## config.mk

```make
export PLATFORM = sky130hd
export DESIGN_NAME = rr_dest_scheduler
export DESIGN_NICKNAME = d
export VERILOG_FILES = /design/src/rtl/rr_dest_scheduler_pkg.sv /design/src/rtl/rr_dest_scheduler_next_grant.sv /design/src/rtl/rr_dest_scheduler.sv
export SDC_FILE = /design/constraint.sdc
export NUM_CORES = 1
export LEC_CHECK = 0
export BUFFER_PORTS_ARGS = -buffer_cell sky130_fd_sc_hd__buf_2
export CAP_MARGIN = 20
export CORE_UTILIZATION = 44
export DETAILED_ROUTE_END_ITERATION = 8
export GPL_ROUTABILITY_DRIVEN = 0
export PLACE_DENSITY_LB_ADDON = 0.08
export SLEW_MARGIN = 25
export SYNTH_ARGS = -nofsm -noshare
export SYNTH_HDL_FRONTEND = slang
export SYNTH_SLANG_ARGS = --single-unit
```

## constraint.sdc

```tcl
create_clock -name clk -period 3.5 [get_ports clk]
set_input_delay 0.35 -clock clk [delete_from_list [all_inputs] [get_ports clk]]
set_output_delay 0.35 -clock clk [all_outputs]
set_load 0.02 [all_outputs]
```

## src/rtl/rr_dest_scheduler_pkg.sv

```systemverilog
// Shared definitions for the round-robin destination scheduler.
// Build option: define RR_STATS_EN to enable the per-output push counters.
package rr_sched_pkg;

  localparam int unsigned N_PORTS = 4;
  localparam int unsigned DEST_HI = 9;
  localparam int unsigned DEST_LO = 8;
  localparam int unsigned MAX_W   = 32;

  typedef enum logic {
    ST_IDLE = 1'b0,
    ST_RUN  = 1'b1
  } state_e;

  // Destination is the top two bits of a word of the given width (width <= MAX_W).
  function automatic logic [1:0] dest_of(input logic [MAX_W-1:0] word,
                                         input int unsigned      width);
    return word[width-1 -: 2];
  endfunction

endpackage

```

## src/rtl/rr_dest_scheduler_next_grant.sv

```systemverilog
// Rotating-priority finder: first eligible index at or after start, wrapping mod 4.
module rr_next_grant
  import rr_sched_pkg::*;
(
  input  logic [N_PORTS-1:0] eligible,
  input  logic [1:0]         start,
  output logic               found,
  output logic [1:0]         idx
);

  logic [1:0] cand;

  always_comb begin
    found = 1'b0;
    idx   = start;
    cand  = '0;
    for (int unsigned k = 0; k < N_PORTS; k++) begin
      cand = start + 2'(k);
      if (!found && eligible[cand]) begin
        found = 1'b1;
        idx   = cand;
      end
    end
  end

endmodule

```

## src/rtl/rr_dest_scheduler.sv

```systemverilog
// Round-robin scheduler moving one word per cycle from 4 input FIFOs to 4 output FIFOs.
// Build option: RR_STATS_EN adds per-output push counters on push_cnt (tied to 0 otherwise).
module rr_dest_scheduler
  import rr_sched_pkg::*;
#(
  parameter int unsigned DATA_W    = 10,
  parameter int unsigned BURST_MAX = 1,
  parameter int unsigned CNT_W     = 16
) (
  input  logic                       clk,
  input  logic                       reset,
  input  logic                       enable,
  input  logic [N_PORTS-1:0]         empty_in,
  input  logic [N_PORTS*DATA_W-1:0]  data_in,
  output logic [N_PORTS-1:0]         pop_in,
  input  logic [N_PORTS-1:0]         almost_full_out,
  output logic [N_PORTS-1:0]         push_out,
  output logic [DATA_W-1:0]          data_out,
  output logic [1:0]                 grant_idx,
  output logic                       busy,
  output logic [N_PORTS*CNT_W-1:0]   push_cnt
);

  localparam logic [3:0] BURST_LIM = 4'(BURST_MAX);

  state_e             state_q, state_d;
  logic [N_PORTS-1:0] push_q, push_d;
  logic [DATA_W-1:0]  data_q, data_d;
  logic [1:0]         gidx_q, gidx_d;
  logic [3:0]         burst_q, burst_d;

  logic [1:0]         dest [N_PORTS];
  logic [N_PORTS-1:0] elig;
  logic [1:0]         search_start;
  logic [1:0]         search_idx;
  logic               search_found;
  logic               keep;
  logic               grant;
  logic [1:0]         gsel;

  always_comb begin
    elig = '0;
    for (int unsigned i = 0; i < N_PORTS; i++) begin
      dest[i] = dest_of(MAX_W'(data_in[i*DATA_W +: DATA_W]), DATA_W);
      elig[i] = !empty_in[i] && !almost_full_out[dest[i]];
    end
  end

  assign search_start = gidx_q + 2'd1;

  rr_next_grant u_next_grant (
    .eligible (elig),
    .start    (search_start),
    .found    (search_found),
    .idx      (search_idx)
  );

  // burst_q==0 means nothing granted since reset, so the reset pointer value is not a burst owner.
  assign keep = elig[gidx_q] && (burst_q != 4'd0) && (burst_q < BURST_LIM);

  always_comb begin
    state_d = state_q;
    grant   = 1'b0;
    gsel    = search_idx;
    unique case (state_q)
      ST_IDLE: begin
        if (enable && |(~empty_in)) state_d = ST_RUN;
      end
      ST_RUN: begin
        if (!enable || &empty_in) begin
          state_d = ST_IDLE;
        end else if (keep) begin
          grant = 1'b1;
          gsel  = gidx_q;
        end else if (search_found) begin
          grant = 1'b1;
          gsel  = search_idx;
        end
      end
      default: state_d = ST_IDLE;
    endcase
  end

  always_comb begin
    push_d  = '0;
    data_d  = data_q;
    gidx_d  = gidx_q;
    burst_d = burst_q;
    if (grant) begin
      push_d = N_PORTS'(1) << dest[gsel];
      data_d = data_in[gsel*DATA_W +: DATA_W];
      gidx_d = gsel;
      if (gsel == gidx_q && burst_q != 4'd0)
        burst_d = (burst_q < BURST_LIM) ? burst_q + 4'd1 : burst_q;
      else
        burst_d = 4'd1;
    end
  end

  always_ff @(posedge clk or negedge reset) begin
    if (!reset) begin
      state_q <= ST_IDLE;
      push_q  <= '0;
      data_q  <= '0;
      gidx_q  <= 2'd3;
      burst_q <= '0;
    end else begin
      state_q <= state_d;
      push_q  <= push_d;
      data_q  <= data_d;
      gidx_q  <= gidx_d;
      burst_q <= burst_d;
    end
  end

  assign pop_in    = (grant && reset) ? (N_PORTS'(1) << gsel) : '0;
  assign push_out  = push_q;
  assign data_out  = data_q;
  assign grant_idx = gidx_q;
  assign busy      = (state_q == ST_RUN);

`ifdef RR_STATS_EN
  logic [N_PORTS*CNT_W-1:0] cnt_q, cnt_d;

  always_comb begin
    cnt_d = cnt_q;
    for (int unsigned j = 0; j < N_PORTS; j++) begin
      if (push_q[j]) cnt_d[j*CNT_W +: CNT_W] = cnt_q[j*CNT_W +: CNT_W] + CNT_W'(1);
    end
  end

  always_ff @(posedge clk or negedge reset) begin
    if (!reset) cnt_q <= '0;
    else        cnt_q <= cnt_d;
  end

  assign push_cnt = cnt_q;
`else
  assign push_cnt = '0;
`endif

endmodule

```

Word level (Yosys, flattened, before mapping)
Index checks and enable logic that the tools add are counted.

Register bits: 21. Input bits: 51. Output and inout port bits: 85. Word-level logic and storage cells: 101.

Add/subtract/negate cells: 5. Multipliers: 1. Magnitude comparators: 11. Eq/ne operators: 2. Shift operators: 3. Multiplexer cells: 42. Bitwise logic cells: 3. Reductions and logical operators: 29.

Operators by type and width (number): $shiftx A40 B7 Y10 (1); $lt A2 B3 Y1 const B (9); $mux W1 (19); $bmux W1 S2 (9); $mux W2 (8); $mux W4 (4); $logic_and A1 B1 Y1 (12); $logic_not A1 Y1 (12); $shl A1 B2 Y4 const A (2); $mul A2 B3 Y5 const B (1); $add A2 B1 Y2 const B (2); $add A2 B2 Y2 const B (2); $add A4 B1 Y4 const B (1); $bmux W2 S2 (1); $lt A4 B1 Y1 const B (1); $not A4 Y4 (1); $reduce_and A4 Y1 (1); $reduce_bool A4 Y1 (1); $reduce_or A4 Y1 (1); $ge A3 B3 Y1 const B (1); $not A2 Y3 (1); $eq A2 B2 Y1 (1); $ne A2 B2 Y1 const B (1); $pmux W1 S2 (1); 3 further kinds (3).

Logic depth before layout (Yosys ltp)
Gate-level depths: netlist (run 1).

Depth after elaboration: 25. Mapped depth: 9.

By module
Synthesis (run 1) repeated with hierarchy kept, for this count alone.

Cell total of the unflattened synthesis: 226. Area, all modules: 2157.1 um^2.

Modules (own cells, without submodules): rr_dest_scheduler (instances 1, cells an instance 210, area an instance 2060.7 um^2, seq. area each 528.0 um^2); rr_next_grant (instances 1, cells an instance 16, area an instance 96.3 um^2, seq. area each 0.0 um^2).

Worst setup path after synthesis (run 1)
OpenSTA, ideal clock, no wires.

Path kind: input to output. From: input data_in[8]. To: output pop_in[0]. Arrival time: 2.022 ns. Required time: 3.150 ns. Setup slack: 1.128 ns. Stages: 7. Cell sequence: mux4_2 > or2_4 > nand2_2 > o22a_1 > nand2_1 > clkbuf_1 > nor2_1.

Cells in the longest elaborated chain, start to end: 22. Elaborated cells on any way between the ends: 39. Those cells by class: 1 x shift; 27 x mux; 11 x reduce/logical.

Ends and longest elaborated chain: start: declaration (line rr_dest_scheduler.sv:14) `input logic [N_PORTS*DATA_W-1:0] data_in,`; $bmux W1 S2 (*) (line rr_dest_scheduler.sv:45) `elig[i] = !empty_in[i] && !almost_full_out[dest[i]];`; $mux W1 (implied by the code) (*) (line rr_dest_scheduler.sv:45); $logic_not A1 Y1 (*) (line rr_dest_scheduler.sv:45); $logic_and A1 B1 Y1 (*) (line rr_dest_scheduler.sv:45); $bmux W1 S2 (line rr_dest_scheduler_next_grant.sv:19) `if (!found && eligible[cand]) begin`; $mux W1 (implied by the code) (line rr_dest_scheduler_next_grant.sv:19); $mux W1 (line rr_dest_scheduler_next_grant.sv:19); $logic_not A1 Y1 (line rr_dest_scheduler_next_grant.sv:19); [6 not listed]; $logic_and A1 B1 Y1 (line rr_dest_scheduler_next_grant.sv:19); $mux W1 (line rr_dest_scheduler_next_grant.sv:19); $mux W1 (line rr_dest_scheduler.sv:75) `end else if (search_found) begin`; $mux W1 (line rr_dest_scheduler.sv:72) `end else if (keep) begin`; $mux W1 (line rr_dest_scheduler.sv:70) `if (!enable || &empty_in) begin`; $mux W1 (line rr_dest_scheduler.sv:65) `unique case (state_q)`; $logic_and A1 B1 Y1 (line rr_dest_scheduler.sv:116) `assign pop_in = (grant && reset) ? (N_PORTS'(1) << gsel) : '0;`; $mux W4 (*) (line rr_dest_scheduler.sv:116); end: declaration (line rr_dest_scheduler.sv:15) `output logic [N_PORTS-1:0] pop_in,`.

Every way passes the cells marked *; elsewhere a longest branch is shown, timed or not. The select of a mux whose other input is x is not followed.

Worst setup path in the final report (run 1)
From: input data_in[8]. To: output pop_in[2].

Same word-level chain as after synthesis.

==> impl_summary.log, run 1 <==
[metrics] yosys synthesis warning count: 0
[metrics] number of fillers in the final layout: 440
[metrics] final setup violation count: 0
[metrics] total power divided by cell area: 602 mW/mm^2
[metrics] multiplexer area fraction after synthesis: 0.0978
[metrics] highest attainable clock frequency: 354 MHz
[metrics] initial antenna violation count: 0
[metrics] Setup Crit Path Kind: in -> out
[metrics] TNS Setup: 0 ns
[metrics] pin count of the biggest net entering global routing: 20
[metrics] category of the worst setup path capture point: output port
[metrics] depth of the most critical reg-to-reg path: 7
[metrics] Top Layer Used: met4
[metrics] post-synthesis compound-gate area fraction: 0.222
[metrics] Chip Width: 66.7 um
[metrics] master of the slowest instance on the critical path: mux4_2
[metrics] post-synthesis share of cell area spent on full adders, half adders and majority gates: 0
[metrics] share of the synthesized netlist area taken by xor and xnor gates: 0.00951
[metrics] result of the run: completed
[metrics] Post-Route M1 WL: 1.77 mm
[metrics] switching pwr: 0.000588 W
[metrics] most frequent CP cell: buf_2
[metrics] number of gates resized after cts: 0
[metrics] Post-Synthesis Mean Instance Area: 8.49 um^2
[metrics] largest cells by area after synthesis: buf_4, dfrtp_1, mux2i_1
[metrics] portion of the post-synthesis area used by sequential elements: 0.232
[metrics] Comb power frac: 0.593
[metrics] number of buffers inserted during clock tree synthesis: 3
[metrics] RSZ-0062 raised after global routing: false
[metrics] kind of cell adding the most delay to the critical path: simple AND/OR/NAND/NOR gates
[metrics] total gr overflow: 0
[metrics] cell accounting for the most synthesized area: buf_4
[metrics] vias per cell: 4.70
[metrics] overall die height: 66.7 um
[metrics] root cell of the clock tree: clkbuf_8
[metrics] first-pass GRT wire length: 6.22 mm
[metrics] leakage power figure: 1.08 nW
[metrics] number of H-tree levels: 1
[metrics] dominant combinational cell family by area after synthesis: buffers and inverters
[metrics] First DRT Iteration DRCs: 56
[metrics] clock insertion delay at the later pin of the skew report: 0.26 ns
[metrics] layout overhead on the synthesized area: 10.1%
[metrics] number of placement rows: 23
[metrics] fraction of power spent switching nets: 0.482
[metrics] final worst clock skew: 0.00791 ns
[metrics] CTS clk-pin slew, worst paths: 0.08 ns
[metrics] Cell Area, Synth: 0.00184 mm^2
[metrics] cell chain of the critical path: buf_2, mux4_2, or2_4, nand2_2, o22a_1, nand2_1, nor2_1, buf_2
[metrics] # hold bufs at CTS: 0
[metrics] signal arrival time at the worst endpoint: 2.47 ns
[metrics] Final Slew Violations: 0
[metrics] drc violations: 0
[metrics] Detail Placement HPWL: 3.31 mm
[metrics] Starting Density: 0.460
[metrics] synthesis-stage register bit count: 17
[metrics] sum of routed wire length over all layers: 4.12 mm
[metrics] area share of the largest cell type after synthesis: 0.265
[metrics] number of enable flip-flop cells after synthesis: 0
[metrics] Max FO, Critical Path: 13
[metrics] met3 wire length: 378 um
[metrics] remaining antenna violation count after routing: 0
[metrics] measured slew at the worst slew-check pin: 0.589 ns
[metrics] count of cell types in the netlist: 43
[metrics] Core Footprint: 0.00400 mm^2
[metrics] Pint: 0.000632 W
[metrics] Req. time, crit path: 3.15 ns
[metrics] global-route total usage across every layer: 0.185
[metrics] # IOs: 136
[metrics] startpoint of the most critical register-to-register path: grant_idx[1]
[metrics] worst vdd rail ir drop: 0.242 mV
[metrics] Max Cap Violations: 0
[metrics] sink count of the clock tree: 17
[metrics] number of global-route vias before repair: 1330
[metrics] Buffers on Ports: 71
[metrics] tightest slew margin relative to the limit: 0.606
[metrics] largest stage delay on the critical path: 0.52 ns
[metrics] routed via count: 1566
[metrics] average wire length per cell after detail routing: 12.4 um
[metrics] class of the tightest hold or removal check: in -> async
[metrics] async set or reset register ratio after synthesis: 1.00
[metrics] WL met2: 1.95 mm
[metrics] buffers plus inverters on the worst setup path: 2
[metrics] number of buffers on the longest clock path: 2
[metrics] number of buffers inserted by post-CTS setup repair: 0
[metrics] cells after synthesis: 217
[metrics] DIE AREA: 0.00445 mm^2
[metrics] fin crit share: 0.806
[metrics] NumNets Final: 335
[metrics] clock tree from TritonCTS: done
[metrics] share of power burned in the clock network: 0.128
[metrics] share of layout cells above drive strength 1: 0.325
[metrics] Design Power: 0.00122 W
[metrics] worst reg-to-reg setup slack: 1.11 ns
[metrics] fraction of the mapped netlist area in simple logic gates: 0.143
[metrics] R2R Path End: data_out[6]
[metrics] final core area utilization: 0.507
[metrics] final-report hold violation count: 0
[metrics] startpoint class of the critical path: input port
[metrics] sequential cell fraction of total power: 0.278
[metrics] final worst path period need: 2.82 ns
[metrics] logic depth of the worst path, buffers included: 8
[metrics] Post-synth top flop: dfrtp_1
[metrics] final antenna diode count: 0
[metrics] count of TritonRoute iterations in the first routing pass: 4
## per-stage QoR
stage	instance area [um^2]	instances	hold WS, ns	worst slack, ns
after floorplan	2080	280	0.0544	1.13
final	2030	333	0.0222	0.678
after global placement	1980	329	0.316	0.672
after CTS	2030	333	0.0342	0.656
after detailed placement	1980	329	0.316	0.623
after global routing	2030	333	0.0447	0.513
## layout make-up
| cell class | instances | area (um^2) | area share |
|---|---|---|---|
| multi-input combinational | 187 | 1110 | 0.548 |
| sequential | 17 | 428 | 0.211 |
| timing repair buffer | 73 | 370 | 0.183 |
| tap | 50 | 62.6 | 0.0309 |
| clock buffer | 3 | 41.3 | 0.0204 |
| clock inverter | 1 | 7.51 | 0.00370 |
| inverter | 2 | 7.51 | 0.00370 |
## worst reg2reg max path: stages, from the launching register on
cell	delay [ns]
dfstp_2	0.63
o22ai_1	0.10
a22oi_1	0.37
buf_4	0.22
and2_1	0.36
buf_4	0.23
nand2_1	0.06
a311oi_1	0.30
## cell usage after synthesis, types with 2 or more instances
master / count
a22o_1: 2
o22ai_1: 3
clkbuf_1: 5
and2_1: 3
xnor2_1: 2
dfstp_2: 2
mux4_2: 2
buf_2: 3
a22oi_1: 3
a21o_1: 4
a21boi_0: 8
buf_4: 65
nor2b_1: 3
nand2_1: 26
a211oi_1: 9
a311oi_1: 8
inv_1: 2
nand3_1: 2
dfrtp_1: 15
mux2i_1: 12
nor2_1: 16
## power groups by stage
stage	logic (W)	registers, W	clock network [W]
finish	0.000724	0.000340	0.000157
global route	0.000798	0.000353	0.000166
CTS	0.000729	0.000341	0.000160
detailed placement	0.000727	0.000345	0
global placement	0.000723	0.000343	0
floorplan	0.000526	0.000414	0
## sequential cells by signal, summed over array words and instances (netlist names)
| register | cells |
|---|---|
| busy | 1 |
| grant_idx | 2 |
| push_out | 4 |
| data_out | 10 |
## kinds of logic (layout without fill, tap and decap cells)
logic type	count (synthesis)	after routing
buf+inv	76	79
simple gates	58	58
compound gates	48	48
flops	17	17
mux	15	15
xor+xnor	2	2
other cells	1	64
## cell usage in the layout (no fill, tap or decap), drive strengths merged, types with 2 or more instances in the layout
cell type,Yosys,routed
a211oi,9,9
a21boi,8,8
a21o,4,4
a22o,3,3
a22oi,4,4
a311oi,8,8
and2,4,4
buf,69,73
clkbuf,5,3
conb,1,64
dfrtp,15,15
dfstp,2,2
inv,2,2
mux2i,12,12
mux4,2,2
nand2,27,27
nand3,2,2
nor2,17,17
nor2b,3,3
nor3,2,2
o21ai,2,2
o22ai,3,3
xnor2,2,2
## routing by layer
layer	vias up	track usage
met5	-	0
met4	0	0.0479
met3	2	0.0257
met2	80	0.328
met1	722	0.231
li1	762	-
## worst max path at each step
stage | end | from
2_1_floorplan | pop_in[0] | data_in[8]
3_3_place_gp | data_out[4] | data_in[8]
3_5_place_dp | data_out[6] | data_in[8]
4_1_cts | pop_in[2] | data_in[8]
5_1_grt | pop_in[0] | data_in[8]
6_report | pop_in[2] | data_in[8]
(Power assumes the default switching activity.)
==> inputs of run 2 (changes only) <==
- CORE_UTILIZATION: 44 -> 41
- clock period: 3.5 -> 2.9 ns (I/O delays scaled with it)
==> run 2 against run 1 <==
Compared with the run above: sequential share of layout area down 0.40 points; critical path depth unchanged; critical endpoint unchanged; combinational power up 24%; largest cell class unchanged; highest routed layer unchanged; hold slack better by 0.27 ns; wire length up 1.0%; global-route usage down 1.6 points; cell count up 2.1%.
==> impl_summary.log, run 2 (same netlist as run 1, synthesis figures left out) <==
[metrics] First DRT Iteration DRCs: 31 (was 56)
[metrics] DIE AREA: 0.00476 mm^2 (was 0.00445 mm^2)
[metrics] number of placement rows: 24 (was 23)
[metrics] Core Footprint: 0.00432 mm^2 (was 0.00400 mm^2)
[metrics] first-pass GRT wire length: 6.51 mm (was 6.22 mm)
[metrics] cell chain of the critical path: buf_2, mux4_2, nor2_2, o22ai_1, a22oi_1, nand2_1, nor2_1, buf_2 (was buf_2, mux4_2, or2_4, nand2_2, o22a_1, nand2_1, nor2_1, buf_2)
[metrics] Setup Crit Path Kind: in -> out (unchanged)
[metrics] routed via count: 1558 (was 1566)
[metrics] leakage power figure: 1.11 nW (was 1.08 nW)
[metrics] overall die height: 69.0 um (was 66.7 um)
[metrics] final worst path period need: 2.50 ns
[metrics] vias per cell: 4.58 (was 4.70)
[metrics] final antenna diode count: 0 (unchanged)
[metrics] largest stage delay on the critical path: 0.53 ns (was 0.52 ns)
[metrics] final worst clock skew: 0.00137 ns (was 0.00791 ns)
[metrics] share of layout cells above drive strength 1: 0.330 (was 0.325)
[metrics] number of buffers on the longest clock path: 2 (unchanged)
[metrics] global-route total usage across every layer: 0.168 (was 0.185)
[metrics] category of the worst setup path capture point: output port (unchanged)
[metrics] Comb power frac: 0.604 (was 0.593)
[metrics] number of global-route vias before repair: 1380 (was 1330)
[metrics] fraction of power spent switching nets: 0.474 (was 0.482)
[metrics] signal arrival time at the worst endpoint: 2.21 ns (was 2.47 ns)
[metrics] most frequent CP cell: buf_2 (unchanged)
[metrics] tightest slew margin relative to the limit: 0.627 (was 0.606)
[metrics] highest attainable clock frequency: 399 MHz
[metrics] # IOs: 136 (unchanged)
[metrics] measured slew at the worst slew-check pin: 0.559 ns (was 0.589 ns)
[metrics] total power divided by cell area: 717 mW/mm^2 (was 602 mW/mm^2)
[metrics] sum of routed wire length over all layers: 4.16 mm (was 4.12 mm)
[metrics] Chip Width: 69.0 um (was 66.7 um)
[metrics] Starting Density: 0.426 (was 0.460)
[metrics] Buffers on Ports: 71 (unchanged)
[metrics] Max Cap Violations: 0 (unchanged)
[metrics] clock tree from TritonCTS: done (unchanged)
[metrics] final setup violation count: 0 (unchanged)
[metrics] NumNets Final: 340 (was 335)
[metrics] number of buffers inserted during clock tree synthesis: 3 (unchanged)
[metrics] number of gates resized after cts: 0 (unchanged)
[metrics] average wire length per cell after detail routing: 12.2 um (was 12.4 um)
[metrics] root cell of the clock tree: clkbuf_8 (unchanged)
[metrics] Pint: 0.000779 W (was 0.000632 W)
[metrics] Max FO, Critical Path: 9 (was 13)
[metrics] total gr overflow: 0 (unchanged)
[metrics] Detail Placement HPWL: 3.42 mm (was 3.31 mm)
[metrics] sequential cell fraction of total power: 0.276 (was 0.278)
[metrics] layout overhead on the synthesized area: 12.2% (was 10.1%)
[metrics] fin crit share: 0.864
[metrics] startpoint class of the critical path: input port (unchanged)
[metrics] clock insertion delay at the later pin of the skew report: 0.25 ns (was 0.26 ns)
[metrics] result of the run: completed (unchanged)
[metrics] sink count of the clock tree: 17 (unchanged)
[metrics] worst vdd rail ir drop: 0.326 mV (was 0.242 mV)
[metrics] master of the slowest instance on the critical path: mux4_2 (unchanged)
[metrics] pin count of the biggest net entering global routing: 20 (unchanged)
[metrics] number of buffers inserted by post-CTS setup repair: 0 (unchanged)
[metrics] switching pwr: 0.000703 W (was 0.000588 W)
[metrics] final-report hold violation count: 0 (unchanged)
[metrics] worst reg-to-reg setup slack: 0.73 ns (was 1.11 ns)
[metrics] number of H-tree levels: 1 (unchanged)
[metrics] RSZ-0062 raised after global routing: false (unchanged)
[metrics] # hold bufs at CTS: 1 (was 0)
[metrics] flip-flop count of the largest register, all copies and words added: 10 (unchanged)
[metrics] most frequent cells in the layout: buf_2, conb_1, nand2_1 (unchanged)
[metrics] share of power burned in the clock network: 0.120 (was 0.128)
[metrics] commonest non-fill, non-tap cell in the layout: buf_2 (unchanged)
[metrics] Req. time, crit path: 2.61 ns (was 3.15 ns)
[metrics] count of TritonRoute iterations in the first routing pass: 4 (unchanged)
[metrics] drc violations: 0 (unchanged)
[metrics] Final Instance Area: 0.00207 mm^2 (was 0.00203 mm^2)
[metrics] CTS clk-pin slew, worst paths: 0.07 ns (was 0.08 ns)
[metrics] TNS Setup: 0 ns (unchanged)
[metrics] placed cell areas: 0.00201 mm^2 (was 0.00198 mm^2)
[metrics] number of fillers in the final layout: 473 (was 440)
[metrics] initial antenna violation count: 0 (unchanged)
[metrics] Final Slew Violations: 0 (unchanged)
[metrics] class of the tightest hold or removal check: in -> reg (was in -> async)
[metrics] remaining antenna violation count after routing: 0 (unchanged)
==> run 2: cell types whose count changed in the layout (fill, tap and decap cells not counted), sizes merged <==
cell / delta
buf: +4
clkbuf: +1
dlygate4sd3: +1
clkinvlp: -1
==> run 2: layer usage <==
layer	global-route usage	wire length, um	vias to the layer above
met4	0.0567	47	0
met5	0	0	-
met1	0.219	1780	711
met2	0.278	2010	73
li1	-	-	770
met3	0.0322	322	4
==> run 2: power groups by stage <==
stage	Combinational (W)	Sequential, W	Clock [W]
2_1_floorplan	0.000635	0.000500	0
3_3_place_gp	0.000894	0.000415	0
3_5_place_dp	0.000899	0.000414	0
4_1_cts	0.000901	0.000410	0.000184
5_1_grt	0.000976	0.000423	0.000196
6_report	0.000895	0.000409	0.000177
==> run 2: layout make-up <==
class / instances / area (um^2) / area share
clock buffers: 4 / 45.0 / 0.0218
inverters: 2 / 7.51 / 0.00363
multi-input cells: 187 / 1110 / 0.537
flip-flops and latches: 17 / 428 / 0.207
well taps: 52 / 65.1 / 0.0315
repair buffers: 78 / 410 / 0.199
==> run 2: critical path: cells and delay by family <==
kind,cells,cell delay [ns]
buf+inv,2,0.28
compound gates,2,0.44
simple gates,3,0.67
mux,1,0.53
==> run 2: final timing paths <==
kind	to	from	cells after the start
max reg2reg	data_out[3]	grant_idx[0]	5
min	busy	enable	3
max	pop_in[2]	data_in[8]	8
max in group asynchronous	grant_idx[0]	reset	2
min reg2reg	data_out[8]	data_out[8]	1
min in group asynchronous	data_out[3]	reset	2
==> run 2: per-stage QoR <==
| step | cells | hold slack (ns) | util | worst slack, ns | total power, W |
|---|---|---|---|---|---|
| after floorplan | 280 | -0.00559 | - | 0.648 | 0.00114 |
| after global placement | 335 | 0.249 | 0.465 | 0.363 | 0.00131 |
| after detailed placement | 335 | 0.255 | 0.465 | 0.357 | 0.00131 |
| after CTS | 340 | 0.290 | 0.478 | 0.364 | 0.00149 |
| after global routing | 340 | 0.297 | 0.478 | 0.177 | 0.00159 |
| final | 340 | 0.294 | 0.478 | 0.395 | 0.00148 |
